File: src/rtl/us_timebase.sv
// Microsecond timebase: divides the clock by exactly CLK_DIV into a one-cycle tick.
// A tick counter runs free, reloads periodically or fires once against a runtime compare.
module us_timebase #(
    parameter int unsigned CLK_DIV = 100,
    parameter int unsigned CNT_W   = 8
) (
    input  logic             i_clk,
    input  logic             i_rst_n,
    input  logic             i_en,
    input  logic             i_clr,
    input  logic [1:0]       i_mode,
    input  logic [CNT_W-1:0] i_cmp,
    output logic             o_tick,
    output logic [CNT_W-1:0] o_cnt_val,
    output logic             o_match,
    output logic             o_wrap,
    output logic             o_done
);

    localparam int unsigned PW = $clog2(CLK_DIV);
    localparam logic [PW-1:0] DIV_MAX = PW'(CLK_DIV - 1);

    typedef enum logic [1:0] {
        ModeFree     = 2'd0,
        ModePeriodic = 2'd1,
        ModeOneShot  = 2'd2,
        ModeFreeRsvd = 2'd3
    } mode_e;

    logic [PW-1:0]    r_pre,   w_pre_d;
    logic [CNT_W-1:0] r_cnt,   w_cnt_d;
    logic             r_tick,  w_tick_d;
    logic             r_match, w_match_d;
    logic             r_wrap,  w_wrap_d;
    logic             r_done,  w_done_d;
    mode_e            w_mode;

    assign w_mode = mode_e'(i_mode);

    always_comb begin
        w_pre_d   = r_pre;
        w_cnt_d   = r_cnt;
        w_tick_d  = 1'b0;
        w_match_d = 1'b0;
        w_wrap_d  = 1'b0;
        w_done_d  = r_done;
        if (i_clr) begin
            w_pre_d  = '0;
            w_cnt_d  = '0;
            w_done_d = 1'b0;
        end else if (!r_done && i_en) begin
            if (r_pre == DIV_MAX) begin
                w_pre_d  = '0;
                w_tick_d = 1'b1;
                unique case (w_mode)
                    ModePeriodic: begin
                        if (r_cnt >= i_cmp) begin
                            w_cnt_d   = '0;
                            w_match_d = 1'b1;
                        end else begin
                            w_cnt_d = r_cnt + 1'b1;
                        end
                    end
                    ModeOneShot: begin
                        // Completion holds the count; r_done then freezes everything
                        if (r_cnt >= i_cmp) begin
                            w_match_d = 1'b1;
                            w_done_d  = 1'b1;
                        end else begin
                            w_cnt_d = r_cnt + 1'b1;
                        end
                    end
                    ModeFree, ModeFreeRsvd: begin
                        w_cnt_d   = r_cnt + 1'b1;
                        w_match_d = (r_cnt == i_cmp);
                        w_wrap_d  = (r_cnt == {CNT_W{1'b1}});
                    end
                    default: w_cnt_d = r_cnt;
                endcase
            end else begin
                w_pre_d = r_pre + 1'b1;
            end
        end
    end

    always_ff @(posedge i_clk or negedge i_rst_n) begin
        if (!i_rst_n) begin
            r_pre   <= '0;
            r_cnt   <= '0;
            r_tick  <= 1'b0;
            r_match <= 1'b0;
            r_wrap  <= 1'b0;
            r_done  <= 1'b0;
        end else begin
            r_pre   <= w_pre_d;
            r_cnt   <= w_cnt_d;
            r_tick  <= w_tick_d;
            r_match <= w_match_d;
            r_wrap  <= w_wrap_d;
            r_done  <= w_done_d;
        end
    end

    assign o_tick    = r_tick;
    assign o_cnt_val = r_cnt;
    assign o_match   = r_match;
    assign o_wrap    = r_wrap;
    assign o_done    = r_done;

endmodule
File: config.mk
export PLATFORM = sky130hd
export DESIGN_NAME = us_timebase
export DESIGN_NICKNAME = d
export VERILOG_FILES = /design/src/rtl/us_timebase.sv
export SDC_FILE = /design/constraint.sdc
export NUM_CORES = 1
export LEC_CHECK = 0
export CAP_MARGIN = 20
export CORE_MARGIN = 8
export CORE_UTILIZATION = 43
export DETAILED_ROUTE_END_ITERATION = 8
export GPL_TIMING_DRIVEN = 1
export PLACE_DENSITY = 0.7
export SYNTH_ARGS = -nofsm -noshare
export SYNTH_HDL_FRONTEND = slang
export SYNTH_SLANG_ARGS = --single-unit
export TNS_END_PERCENT = 20
File: constraint.sdc
create_clock -name i_clk -period 4 [get_ports i_clk]
set_input_delay 0.8 -clock i_clk [delete_from_list [all_inputs] [get_ports i_clk]]
set_output_delay 0.8 -clock i_clk [all_outputs]
set_load 0.01 [all_outputs]
==> results.md, run 1 <==
* Metal3 WL at between 200 and 250 um
* Resized cells post-CTS at 0
* Slew @ Worst Pin at roughly 0.84 ns
* PortBufs at 25
* CP max stage cell: a2111oi_2
* DRT iter0 DRCs at 38
* Register area share after synthesis at approximately 37%
* Post-CTS Setup Bufs at 0
* HP Class: flip-flop to flip-flop
* R2R setup slack at 1.97 ns
* Top_reg_cell synth: dfrtp_1
* Drt first pass iters at 4
* Wl on met1 at approximately 1.3 mm
* Net Switching at about 87 uW
* Maximum VDD drop at between 200 and 250 uV
* Lkg Pwr at 0.000712 uW
* Fin nets at between 150 and 200
* Clock root buffer: clkbuf_4
* Clock Path Buffers at 2
* Post-Synth Adder-Cell Area at 11.8%
* Compound-cell area share of the yosys netlist at 15.3%
* DP HPWL at between 2 and 2.5 mm
* Via count at between 1000 and 1500
* Number of global-route vias before repair at about 1200
* Max-cap check violation count at 0
* Clk slew on worst S/H paths at about 0.11 ns
* Final Util at 57.0%
* TNS Setup at 0 ns
* Final critical-path share of the clock period at between 60% and 70%
* CTS Sinks at 19
* Largest family of logic cells by synthesized area: simple AND/OR/NAND/NOR gates
* Post-CTS Hold Buffers at 0
* CTS tree: done
* Rows at 19
* Simple-Gate Fraction of Synth Area at 27.1%
* Sequential share of power at 57.6%
* Pin count of the biggest net entering global routing at 20
* Fmax at approximately 410 MHz
* Commonest non-fill, non-tap cell in the layout: clkdlybuf4s50_1
* GP Congestion at a little under 0.8
* Data required, critical path at ~4.2 ns
* Total track usage at around 13%
* CP cell instances: clkdlybuf4s50_1, ha_1, nand2b_1, a2111oi_2, o21a_2, o21ai_2, o21ai_1
* Synth warn at 0
* Critical path class: input port to flip-flop
* Worst-Skew Late Latency at roughly 0.30 ns
* Highest routed metal layer: met4
* Core area at ~2800 um^2
* Wire length on met2 at ~1.3 mm
* Comb power frac at a little over an eighth
* Proportion of synthesized area in mux cells at 0%
* First-pass GRT wire length at ~5.3 mm
* Yosys cell types at 33
* Final setup vio count at 0
* Post-DRT Antenna Nets at 0
* Avg Inst Size Synth at roughly 9 um^2
* Max stage delay on crit path at approximately 0.45 ns
* Startpoint class of the critical path: input port
* Ant diodes at 0
* Asr flop ratio synth at 100%
* Most frequent cells in the layout: clkdlybuf4s50_1, dfrtp_1, nand2_1
* Grt ovf at 0
* Min Clock Period, post-route at 2.45 ns
* CP delay by family, top: compound AO/OA/AOI/OAI gates
* Post-DR vias/cell at 5.58
* Synth Instances at 142
* XOR/XNOR Fraction of Synth Area at roughly 4.1%
* Chip height at slightly above 70 um
* Initial Util at a little under half
* P_int at around 250 uW
* WP buf/inv at 1
* Initial antenna violation count at 0
* Area of the die at about 5000 um^2
* Layout cells sized above 1 at between 10% and 20%
* Synthesized flop and latch total at 19
* WL final at 2.88 mm
* CTS H-Tree Depth at 1
* Wire per inst at about 14 um
* Fin. Hold Viols at 0
* Clock skew at 0.00263 ns
* Area grow syn2layout at 24.3%
* Clk pwr share at 29.3%
* WP data arrival at ~2.7 ns
* Fin. max-slew vios at 0
* Slew margin rel. at a little over two fifths
* Residual DRC count at 0
* CP Capture Type: flip-flop
* Count of boundary I/O pins at 26
* Mapped Area at ~1300 um^2
* Max FO, Critical Path at 8
* Syn Nets at 168
* Total CTS buffers at 3
* Switching part of the total at 25.6%
* Status: finished, final reports clean
* Chip Width at a little over 70 um
* EDFF count, synth at 0
* Power Dens Cells at between 200 and 250 nW/um^2
* RSZ-0062 raised after global routing: no
[flip-flops by register name, indices dropped and copies added (netlist names)]
name	cells
o_match	1
o_wrap	1
o_cnt_val	8
o_tick	1
o_done	1
r_pre	7
[metal layers]
layer / vias to the layer above / global-route usage, %
li1: 553 / -
met5: - / 0
met3: 2 / 5.08
met4: 0 / 2.46
met1: 534 / 16.0
met2: 32 / 19.6
[area by class of cell]
type	count	area, um^2
inverters	14	52.6
clock buffers	4	26.3
repair buffers	25	250
well taps	31	38.8
fillers	261	1190
flip-flops and latches	19	475
multi-input cells	108	743
[synthesized netlist by cell type (2+ instances only)]
cell type	instances	area [um^2]
o21a_1	2	15.0
inv_1	13	48.8
nand2_1	17	63.8
o21ai_2	2	17.5
o21ai_0	4	20.0
nor2_1	14	52.6
nor2b_1	3	18.8
a21oi_1	3	15.0
or2_2	2	12.5
o221ai_1	5	43.8
and2_1	4	25.0
xor2_1	3	26.3
nand2b_1	3	18.8
dfrtp_1	19	475
xnor2_1	3	26.3
nor3_2	2	20.0
nand4_1	4	25.0
nand3_1	12	60.1
ha_1	12	150
o21ai_1	2	10.0
[final timing paths]
path                                   start           end  depth (start not counted)
worst max-delay path                i_cmp[0]  o_cnt_val[0]                          7
worst min-delay path                r_pre[1]      r_pre[1]                          1
worst max register to register  o_cnt_val[0]  o_cnt_val[0]                          7
worst min register to register      r_pre[1]      r_pre[1]                          1
max in group asynchronous            i_rst_n        o_done                          1
min in group asynchronous            i_rst_n  o_cnt_val[5]                          1
[kinds of logic (layout without fill, tap and decap cells)]
group,count (synthesis),count (layout)
buffers and inverters,15,43
flip-flops,19,19
AO/OA/AOI/OAI,25,25
XOR/XNOR,6,6
AND/OR/NAND/NOR,65,65
adder cells (fa/ha/maj),12,12
[power groups by stage]
stage               registers, uW  clock network, uW  logic [uW]
floorplan                     199                  0        22.5
CTS                           196                104        45.1
detailed placement            200                  0        44.8
global placement              200                  0        43.7
global route                  197                112        49.9
finish                        196               99.9        44.7
[through the flow]
step	hold slack [ns]	power, uW	std cells	cell area, um^2	setup WS (ns)
after floorplan	0.484	222	142	1280	1.80
after global placement	0.510	244	197	1560	1.30
after detailed placement	0.541	245	197	1560	1.25
after CTS	0.566	345	201	1590	1.57
after global routing	0.612	358	201	1590	1.49
final	0.567	341	201	1590	1.55
No activity file was read; power rests on OpenSTA's default activity.
==> run 2: changes to the inputs <==
==> constraint.sdc (replaced) <==
create_clock -name i_clk -period 2.55 [get_ports i_clk]
set_input_delay 0.51 -clock i_clk [delete_from_list [all_inputs] [get_ports i_clk]]
set_output_delay 0.51 -clock i_clk [all_outputs]
set_load 0.01 [all_outputs]
==> run 2 against run 1 <==
  * Global-route usage decreased by 0.65 points
  * Flip-flop and latch count did not move
  * Sequential share of layout area is 0.28 points lower
  * Critical path type unchanged
  * Largest cell class unchanged
==> results.md, run 2 (synthesized netlist as in run 1, its figures left out) <==
* Status: finished, final reports clean (unchanged)
* Via count at 1116 (was 1121)
* Number of global-route vias before repair at 1074 (was 1158)
* Net Switching at 134 uW (was 87.3 uW)
* Rows at 19 (unchanged)
* Max FO, Critical Path at 8 (unchanged)
* Post-DRT Antenna Nets at 0 (unchanged)
* Resized cells post-CTS at 0 (unchanged)
* PortBufs at 25 (unchanged)
* Layout cells sized above 1 at 11.6% (was 10.6%)
* CP delay by family, top: compound AO/OA/AOI/OAI gates (unchanged)
* Fmax at 470 MHz
* Min Hold Slack at 0.537 ns (was 0.567 ns)
* Largest register FFs at 8 (unchanged)
* WP data arrival at 2.33 ns (was 2.68 ns)
* Wire per inst at 14.4 um (was 14.3 um)
* Post-CTS Setup Bufs at 0 (unchanged)
* Critical path class: input port to flip-flop (unchanged)
* Sequential share of power at 57.7% (was 57.6%)
* HP Class: input port to asynchronous set/reset pin (was flip-flop to flip-flop)
* Pin count of the biggest net entering global routing at 20 (unchanged)
* Total track usage at 12.0% (was 12.6%)
* Drt first pass iters at 4 (unchanged)
* Comb power frac at 13.7% (was 13.1%)
* Layout fillers at 264 (was 261)
* Chip Width at 70.5 um (unchanged)
* Total CTS buffers at 3 (unchanged)
* Fin. max-slew vios at 0 (unchanged)
* Final non-filler cell total at 203 (was 201)
* Startpoint class of the critical path: input port (unchanged)
* Post-CTS Hold Buffers at 0 (unchanged)
* WP buf/inv at 1 (unchanged)
* Slew margin rel. at 66.7% (was 43.9%)
* P_int at 400 uW (was 254 uW)
* Commonest non-fill, non-tap cell in the layout: clkdlybuf4s50_1 (unchanged)
* Maximum VDD drop at 369 uV (was 209 uV)
* CTS Sinks at 19 (unchanged)
* Slew @ Worst Pin at 0.497 ns (was 0.839 ns)
* RSZ-0062 raised after global routing: no (unchanged)
* Worst-Skew Late Latency at 0.30 ns (about the same)
* Clock skew at 0.00924 ns (was 0.00263 ns)
* First-pass GRT wire length at 5.01 mm (was 5.28 mm)
* Clock root buffer: clkbuf_4 (unchanged)
* CP Capture Type: flip-flop (unchanged)
* CTS tree: done (unchanged)
* Grt ovf at 0 (unchanged)
* DRT iter0 DRCs at 48 (was 38)
* Final instance area at 1600 um^2 (was 1590 um^2)
* CP max stage cell: a2111oi_2 (unchanged)
* Area of the die at 4970 um^2 (unchanged)
* Post-DR vias/cell at 5.50 (was 5.58)
* Placed Area at 1580 um^2 (was 1560 um^2)
* Area grow syn2layout at 25.5% (was 24.3%)
* Initial Util at 45.9% (unchanged)
* Initial antenna violation count at 0 (unchanged)
* Data required, critical path at 2.75 ns (was 4.23 ns)
* Final critical-path share of the clock period at between 80% and 90%
* Power Dens Cells at 333 nW/um^2 (was 215 nW/um^2)
* DP HPWL at 2.30 mm (was 2.35 mm)
* Core area at 2780 um^2 (unchanged)
* Clk pwr share at 28.7% (was 29.3%)
* GP Congestion at 0.795 (was 0.788)
* Max-cap check violation count at 0 (unchanged)
* CTS H-Tree Depth at 1 (unchanged)
* Clock Path Buffers at 2 (unchanged)
* Fin nets at 199 (was 197)
* Min Clock Period, post-route at 2.13 ns
* Lkg Pwr at 0.000722 uW (was 0.000712 uW)
* WL final at 2.93 mm (was 2.88 mm)
* Most frequent cells in the layout: clkdlybuf4s50_1, dfrtp_1, nand2_1 (unchanged)
* Ant diodes at 0 (unchanged)
* Final setup vio count at 0 (unchanged)
* Max stage delay on crit path at 0.44 ns (was 0.45 ns)
* Switching part of the total at 25.1% (was 25.6%)
* # placed instances at 199 (was 197)
* Residual DRC count at 0 (unchanged)
* Count of boundary I/O pins at 26 (unchanged)
* Chip height at 70.5 um (unchanged)
* CP cell instances: clkdlybuf4s50_1, ha_1, nand2b_1, a2111oi_2, o21a_2, nand3b_1, a21oi_1 (was clkdlybuf4s50_1, ha_1, nand2b_1, a2111oi_2, o21a_2, o21ai_2, o21ai_1)
* Clk slew on worst S/H paths at 0.11 ns (about the same)
* Fin. Hold Viols at 0 (unchanged)
* TNS Setup at 0 ns (unchanged)
[run 2: cell count changes in the layout (fill, tap and decap cells not counted), sizes merged]
cell  change
buf       +2
[run 2: power by group through the flow]
stage,Clock (uW),Combinational [uW],Sequential [uW]
after floorplan,0,35.4,313
after global placement,0,71.5,313
after detailed placement,0,73.5,314
after CTS,157,73.8,308
after global routing,173,81.3,308
final,153,73.0,308
[run 2: stage by stage]
stage | utilization, % | setup WS (ns) | total power (uW)
after floorplan | - | 0.637 | 348
after global placement | 56.6 | 0.135 | 385
final | 57.6 | 0.421 | 534
after global routing | 57.6 | 0.332 | 563
after detailed placement | 56.6 | 0.0997 | 387
after CTS | 57.6 | 0.425 | 538
[run 2: layout make-up]
cell class / instances / area (um^2) / share of cell area (%)
inverter: 14 / 52.6 / 3.28
multi-input combinational: 108 / 743 / 46.4
timing repair buffer: 27 / 265 / 16.6
sequential: 19 / 475 / 29.7
clock buffer: 4 / 26.3 / 1.64
tap: 31 / 38.8 / 2.42
[run 2: worst paths after layout]
check	slack [ns]	depth (start not counted)	start	end
setup / recovery	0.42	7	i_cmp[0]	o_done
hold / removal	0.54	2	i_rst_n	o_cnt_val[3]
setup reg to reg	0.51	7	o_cnt_val[0]	o_done
hold reg to reg	0.56	2	r_pre[6]	r_pre[6]
max in group asynchronous	1.80	2	i_rst_n	r_pre[6]
min in group i_clk	0.56	2	r_pre[6]	r_pre[6]
[run 2: metal layers]
metal	track usage [%]	share of wire, %	vias up
met1	15.4	47	531
met2	18.4	46	22
met3	4.80	5.7	2
li1	-	-	561
met4	2.01	0.51	0
met5	0	0	-
